`src/rtl/sram_req_master.sv`:
```
// ----------------------------------------------------------------------------
// sram_req_master
// Initiator side of the single-port SRAM bus. Takes one load/store request at
// a time from the LSU over valid/ready, drives the mem_* strobe for one cycle,
// captures and extends load data, and returns the result over a valid/ready
// response channel.
//
// Ports
//   clk, rst                     clock, synchronous active-high reset
//   req_valid/req_ready          request handshake (ready only in IDLE)
//   req_addr/wen/size/signed/wdata  request fields, registered at accept
//   resp_valid/resp_ready        response handshake
//   resp_rdata/resp_err          extended load data (0 for stores/errors), error flag
//   mem_en/addr/size/wmask/wdata SRAM request side, valid while mem_en is high
//   mem_rdata                    aligned read word, valid the cycle after mem_en
// ----------------------------------------------------------------------------
module sram_req_master #(
    parameter int ADDR_WIDTH = 32,
    parameter int DATA_WIDTH = 32
) (
    input  logic                  clk,
    input  logic                  rst,
    input  logic                  req_valid,
    output logic                  req_ready,
    input  logic [ADDR_WIDTH-1:0] req_addr,
    input  logic                  req_wen,
    input  logic [1:0]            req_size,
    input  logic                  req_signed,
    input  logic [DATA_WIDTH-1:0] req_wdata,
    output logic                  resp_valid,
    input  logic                  resp_ready,
    output logic [DATA_WIDTH-1:0] resp_rdata,
    output logic                  resp_err,
    output logic                  mem_en,
    output logic [ADDR_WIDTH-1:0] mem_addr,
    output logic [1:0]            mem_size,
    output logic [3:0]            mem_wmask,
    output logic [DATA_WIDTH-1:0] mem_wdata,
    input  logic [DATA_WIDTH-1:0] mem_rdata
);

    typedef enum logic [1:0] {
        S_IDLE    = 2'd0,
        S_ISSUE   = 2'd1,
        S_CAPTURE = 2'd2,
        S_RESP    = 2'd3
    } state_t;

    state_t r_state;
    state_t w_state_next;

    // Request fields kept for the load-extension step.
    logic [1:0]            r_off;
    logic                  r_wen;
    logic [1:0]            r_size;
    logic                  r_signed;

    // SRAM-side registers; only reloaded by a good request so they hold
    // their last issued values otherwise.
    logic [ADDR_WIDTH-1:0] r_mem_addr;
    logic [1:0]            r_mem_size;
    logic [DATA_WIDTH-1:0] r_mem_wdata;
    logic [3:0]            r_mask;

    logic [DATA_WIDTH-1:0] r_resp_rdata;
    logic                  r_resp_err;

    logic                  w_accept;
    logic                  w_err;
    logic [3:0]            w_mask_req;
    logic [DATA_WIDTH-1:0] w_lane_bits;
    logic [DATA_WIDTH-1:0] w_wdata_lanes;
    logic [DATA_WIDTH-1:0] w_rshift;
    logic [DATA_WIDTH-1:0] w_load_result;

    assign w_accept = req_valid && (r_state == S_IDLE);

    always_comb begin
        w_err = 1'b0;
        case (req_size)
            2'd1:    w_err = req_addr[0];
            2'd2:    w_err = (req_addr[1:0] != 2'b00);
            2'd3:    w_err = 1'b1;
            default: w_err = 1'b0;
        endcase
    end

    // Byte-lane mask for stores; loads carry an all-zero mask.
    always_comb begin
        w_mask_req = 4'h0;
        if (req_wen) begin
            case (req_size)
                2'd0:    w_mask_req = 4'b0001 << req_addr[1:0];
                2'd1:    w_mask_req = 4'b0011 << req_addr[1:0];
                default: w_mask_req = 4'hF;
            endcase
        end
    end

    // Expand the lane mask to bits so unused lanes of mem_wdata read as 0.
    generate
        for (genvar gi = 0; gi < 4; gi++) begin : g_lane
            assign w_lane_bits[8*gi +: 8] = {8{w_mask_req[gi]}};
        end
    endgenerate

    assign w_wdata_lanes = (req_wdata << {req_addr[1:0], 3'b000}) & w_lane_bits;

    // Load extraction: bring the addressed lane down to bit 0, then extend.
    assign w_rshift = mem_rdata >> {r_off, 3'b000};

    always_comb begin
        w_load_result = w_rshift;
        case (r_size)
            2'd0:    w_load_result = {{24{r_signed & w_rshift[7]}},  w_rshift[7:0]};
            2'd1:    w_load_result = {{16{r_signed & w_rshift[15]}}, w_rshift[15:0]};
            default: w_load_result = w_rshift;
        endcase
    end

    // FSM: state register
    always_ff @(posedge clk) begin
        if (rst) begin
            r_state <= S_IDLE;
        end else begin
            r_state <= w_state_next;
        end
    end

    // FSM: next state
    always_comb begin
        w_state_next = r_state;
        case (r_state)
            S_IDLE: begin
                if (w_accept) begin
                    w_state_next = w_err ? S_RESP : S_ISSUE;
                end
            end
            S_ISSUE:   w_state_next = r_wen ? S_RESP : S_CAPTURE;
            S_CAPTURE: w_state_next = S_RESP;
            S_RESP: begin
                if (resp_ready) begin
                    w_state_next = S_IDLE;
                end
            end
            default:   w_state_next = S_IDLE;
        endcase
    end

    // FSM: outputs
    always_comb begin
        req_ready  = (r_state == S_IDLE);
        mem_en     = (r_state == S_ISSUE);
        mem_wmask  = (r_state == S_ISSUE) ? r_mask : 4'h0;
        resp_valid = (r_state == S_RESP);
    end

    assign mem_addr   = r_mem_addr;
    assign mem_size   = r_mem_size;
    assign mem_wdata  = r_mem_wdata;
    assign resp_rdata = r_resp_rdata;
    assign resp_err   = r_resp_err;

    // Datapath registers
    always_ff @(posedge clk) begin
        if (rst) begin
            r_off        <= 2'b00;
            r_wen        <= 1'b0;
            r_size       <= 2'b00;
            r_signed     <= 1'b0;
            r_mem_addr   <= '0;
            r_mem_size   <= 2'b00;
            r_mem_wdata  <= '0;
            r_mask       <= 4'h0;
            r_resp_rdata <= '0;
            r_resp_err   <= 1'b0;
        end else begin
            if (w_accept) begin
                r_off        <= req_addr[1:0];
                r_wen        <= req_wen;
                r_size       <= req_size;
                r_signed     <= req_signed;
                r_resp_rdata <= '0;
                r_resp_err   <= w_err;
                if (!w_err) begin
                    r_mem_addr  <= req_addr;
                    r_mem_size  <= req_size;
                    r_mem_wdata <= w_wdata_lanes;
                    r_mask      <= w_mask_req;
                end
            end
            if (r_state == S_CAPTURE) begin
                r_resp_rdata <= w_load_result;
            end
            // Response registers return to 0 once the LSU has taken them.
            if ((r_state == S_RESP) && resp_ready) begin
                r_resp_rdata <= '0;
                r_resp_err   <= 1'b0;
            end
        end
    end

endmodule

```
`config.mk`:
```
export PLATFORM = sky130hd
export DESIGN_NAME = sram_req_master
export DESIGN_NICKNAME = d
export VERILOG_FILES = /design/src/rtl/sram_req_master.sv
export SDC_FILE = /design/constraint.sdc
export NUM_CORES = 1
export LEC_CHECK = 0
export ABC_CLOCK_PERIOD_IN_PS = 1670
export CELL_PAD_IN_SITES_DETAIL_PLACEMENT = 1
export CELL_PAD_IN_SITES_GLOBAL_PLACEMENT = 1
export CORE_MARGIN = 5
export CORE_UTILIZATION = 28
export DETAILED_ROUTE_END_ITERATION = 8
export GPL_ROUTABILITY_DRIVEN = 0
export HOLD_SLACK_MARGIN = 0.05
export PLACE_DENSITY = 0.72
export SYNTH_ARGS = -nofsm -noshare
export SYNTH_HDL_FRONTEND = slang
export SYNTH_SLANG_ARGS = --single-unit
```
`constraint.sdc`:
```
create_clock -name clk -period 1.67 [get_ports clk]
set_input_delay 0.2505 -clock clk [delete_from_list [all_inputs] [get_ports clk]]
set_output_delay 0.2505 -clock clk [all_outputs]
set_load 0.01 [all_outputs]
```
Yosys cells after proc, flatten, opt, wreduce, memory -nomap -nowiden
Index checks and enable logic that the tools add are counted.
{"block": "classes", "addsub": 0, "n_mul": 0, "div": 0, "order_cmp": 0, "eq_ne": 9, "n_shift": 4, "mux": 12, "bitwise_logic": 4, "n_reduce_logical": 10}
{"operator": "$mux W32", "count": 2}
{"operator": "$pmux W32 S2", "count": 1}
{"operator": "$and A32 B32 Y32", "count": 1}
{"operator": "$shl A32 B5 Y32", "count": 1}
{"operator": "$shr A32 B5 Y32", "count": 1}
{"operator": "$eq A2 B2 Y1 const B", "count": 4}
{"operator": "$mux W4", "count": 2}
{"operator": "$pmux W2 S4", "count": 1}
{"operator": "$pmux W4 S2", "count": 1}
{"operator": "$eq A2 B1 Y1 const B", "count": 3}
{"operator": "$logic_not A2 Y1", "count": 3}
{"operator": "$mux W2", "count": 3}
{"operator": "$ne A2 B1 Y1 const B", "count": 2}
{"operator": "$reduce_and A2 Y1", "count": 2}
{"operator": "$reduce_bool A2 Y1", "count": 2}
{"operator": "$shl A1 B2 Y4 const A", "count": 1}
{"operator": "$shl A2 B2 Y4 const A", "count": 1}
{"operator": "$pmux W1 S3", "count": 1}
{"operator": "$and A1 B1 Y1", "count": 2}
{"operator": "$logic_and A1 B1 Y1", "count": 2}
{"operator": "$reduce_or A2 Y1", "count": 1}
{"operator": "$mux W1", "count": 1}
{"operator": "$not A1 Y1", "count": 1}
{"block": "totals", "regBits": 111, "latch_bits": 0, "ram_bits": 0, "mem_bits_ro": 0, "wordCells": 50, "mem_count": 0}

Logic depth before layout (Yosys ltp)
{"block": "depth", "ltp_word": 5, "mapped_depth": 8, "ltp_nobuf": 6}

Least setup slack after synthesis
No wires, ideal clock.
{"block": "synth_path", "kind": "register to register", "startpoint": "register r_state[0]", "endpoint": "register r_mem_wdata[0], in the netlist mem_wdata[0]", "setup_time_ns": 0.061, "t_arrival_ns": 1.848, "required_time_ns": 1.609, "setup_slack_ns": -0.238, "path_stages_with_launch": 8, "period_less_slack_ns": 1.908, "path_cell_list": "dfxtp_1 inv_1 ha_1 and2_1 buf_2 nand3b_1 a2111oi_4 a22o_1"}
{"block": "synth_via", "elab_chain_cells": 3}
{"item": "start: declaration", "line": "49", "rtl": "state_t r_state;"}
{"item": "start signal: assignment", "line": "126", "rtl": "r_state <= w_state_next;"}
{"item": "$logic_not A2 Y1"}
{"item": "net req_ready", "line": "24", "rtl": "output logic req_ready,"}
{"item": "$logic_and A1 B1 Y1", "line": "76", "rtl": "assign w_accept = req_valid && (r_state == S_IDLE);"}
{"item": "$reduce_and A2 Y1 (no line)"}
{"item": "end signal: assignment", "line": "188", "rtl": "r_mem_wdata <= w_wdata_lanes;"}
{"item": "end: declaration", "line": "62", "rtl": "logic [DATA_WIDTH-1:0] r_mem_wdata;"}
The timed path passes the listed nets, and every way through them passes these cells.
A chain may end at the register's enable or synchronous reset.

Worst setup path in the final report
{"block": "layout_path", "startpoint": "register r_state[1]", "endpoint": "output port mem_wmask[1]"}
{"block": "layout_via", "elab_chain_cells": 2}
{"item": "$eq A2 B1 Y1", "line": "154", "rtl": "mem_wmask = (r_state == S_ISSUE) ? r_mask : 4'h0;"}
{"item": "$mux W4", "line": "154"}
{"item": "end: declaration", "line": "37", "rtl": "output logic [3:0] mem_wmask,"}
No other way between the ends.

==> run metrics <==
outcome complete, but fails checks; failing checks negative setup slack; DRT iter0 DRCs 221; CP Max Fanout 4; Area Overhead vs Synth 66.1%; H-tree Lvls 3; WL/cell 20.4 µm; area share of the largest cell type after synthesis 44.9%; Synth Flop Type dfxtp_1; WP data arrival 1460 ps; share of layout cells above drive strength 1 19.2%; Seq/Total Area, Yosys 44.9%; die area 20,500 µm²; critical path capture point type output pin; Final min period 1710 ps; commonest cells in the netlist dfxtp_1 (111), o21ai_0 (67), a21oi_1 (57); pwr dens 1060 nW/µm²; Synth Net Count 636; period utilization 103%; synthesized instance count 527; Synth area leader dfxtp_1; drt total wl 20,500 µm; CTS buffer count 9; # DRC 0; Reg2Reg Setup Slack -10 ps; die height 143 µm; post-synthesis mux area share 10.6%; # clock sinks 111; ANT cells 0; Synth Area in Adders 1.26%; fin. max-slew vios 0; FMAX 0.583 GHz; Reg clk slew, reported paths 70 ps; Avg Vias per Cell 5.15; Pleak 3.06 nW; Synth area leaders dfxtp_1 (45%), o21ai_0 (6.8%), mux2i_1 (6.3%), a21oi_1 (5.8%), a22o_1 (5.5%); antenna viol nets, final 0; CP Launch Type flip-flop; Post-Syn Area 4950 µm²; I/O Pins 210; PnR worst setup slack -44.2 ps; Row Count 48; total gr overflow 0; Slew HR 71.8%; syn_area_per_cell 9.40 µm²; CTS tree built; Slew @ Worst Pin 411 ps; CTS max path bufs 2; largest net degree at the start of global routing 35; initial antenna violation count 0; first drt pass iteration count 4; Final Hold Vio Count 0; worst hold path class in2reg; Vias 5,159; port bufs 209; top-count cell post-synth dfxtp_1; area fraction in compound gates after synthesis 27.9%; core area 17,400 µm²; RSZ-0062 raised after global routing true; Final Cell Area 8230 µm²; max cap viols 0; Distinct cells, synth 41; Simple-Gate Fraction of Synth Area 10.6%; DIE WIDTH 143 µm; Worst Path Required 1420 ps; Setup Skew 6.57 ps; WS Path Type reg2out; vias in the first global route 5,546; register bit total from synthesis 111; Tot GR Track Use 19.0%; number of fill cells 1,913; Nets 881; CTS root buf clkbuf_16; Yosys warning total 0; Min Hold Slack 405 ps; Post-Synth XOR/XNOR Area 0%; HPWL after DPL 14,800 µm; first-pass GRT wire length 30,700 µm; Initial Utilization 28.5%; Synth async-reset ratio 0%; number of synthesized flops with an enable pin 0; worst vdd ir 0.491 mV; placed inst area 7570 µm²; Clk Latency, worst-skew pair 350 ps; largest family of logic cells by synthesized area compound AO/OA/AOI/OAI gates; final setup vio count 6; hold buffers post-CTS 0
-- state kept, by name, summed over array words and instances, names as in the netlist --
register	count
mem_size	2
resp_rdata	32
mem_wdata	32
r_off	2
r_size	2
r_wen	1
mem_addr	32
r_mask	4
r_signed	1
r_state	2
resp_err	1
-- worst max-delay path: stages, from the launching register on --
cell and delay [ps]:
dfxtp_4 360, inv_4 40, buf_12 120, ha_4 170
buf_4 140, and2_1 140, buf_2 140
-- cells in the final DEF (no fill, tap or decap), drive strengths merged, types with 7 or more instances in the layout --
cell / synthesis / final
a21oi: 58 / 58
a22o: 31 / 31
a22oi: 18 / 18
buf: 18 / 75
clkbuf: 30 / 14
clkdlybuf4s50: 0 / 197
dfxtp: 111 / 111
mux2: 17 / 17
mux2i: 31 / 31
nand2: 34 / 34
nand3: 32 / 32
nand3b: 9 / 9
nor2: 7 / 7
o211ai: 7 / 7
o21ai: 67 / 67
o2bb2ai: 8 / 8
-- metal layers --
layer | track usage (%) | routed length, µm
met5 | 0 | 0
met4 | 4.25 | 265
met1 | 22.7 | 8430
met2 | 34.0 | 10300
met3 | 5.22 | 1480
-- power by group --
part	internal [mW]	leakage [nW]	switching, mW
logic	1.81	2.03	1.76
registers	2.94	0.901	0.183
clock network	1.04	0.131	0.981
-- cell families (layout without fill, tap and decap cells) --
family	count (synthesis)	after routing
flip-flops	111	111
AO/OA/AOI/OAI	205	205
adder cells (fa/ha/maj)	5	5
buffers and inverters	54	302
AND/OR/NAND/NOR	103	104
multiplexers	49	49
-- final cells by class --
type	count	area [µm²]	area share (%)
Sequential cell	111	2230	27.1
Clock inverter	4	22.5	0.274
Timing Repair Buffer	281	2770	33.7
Tap cell	225	282	3.42
Inverter	6	27.5	0.334
Multi-Input combinational cell	363	2650	32.2
Clock buffer	11	243	2.95
-- worst paths after layout --
check	end	from	cells past startpoint
worst max-delay path	mem_wmask[1]	r_state[1]	6
worst min-delay path	mem_wdata[11]	rst	3
worst max register to register	mem_wdata[5]	r_state[0]	8
worst min register to register	r_mask[3]	r_mask[3]	1
-- metrics by stage --
stage | TNS (ps) | utilization [%] | setup WS [ps] | power [mW] | cells
floorplan | -124 | - | -8.95 | 4.66 | 527
global placement | -21720 | 43.6 | -302 | 6.08 | 963
detailed placement | -27680 | 43.6 | -389 | 6.19 | 963
CTS | -545 | 46.5 | -94.7 | 8.52 | 994
global route | -1370 | 47.4 | -97.5 | 9.20 | 1001
finish | -119 | 47.4 | -44.2 | 8.72 | 1001
-- what timing repair did --
| action | in CTS | in global routing |
|---|---|---|
| pin swaps | 6 | 14 |
| buffers inserted | 12 | 7 |
| endpoints found under the setup margin | 52 | 96 |
| gates cloned | 4 | 1 |
| resized for setup | 42 | 44 |
(Power assumes the default switching activity.)
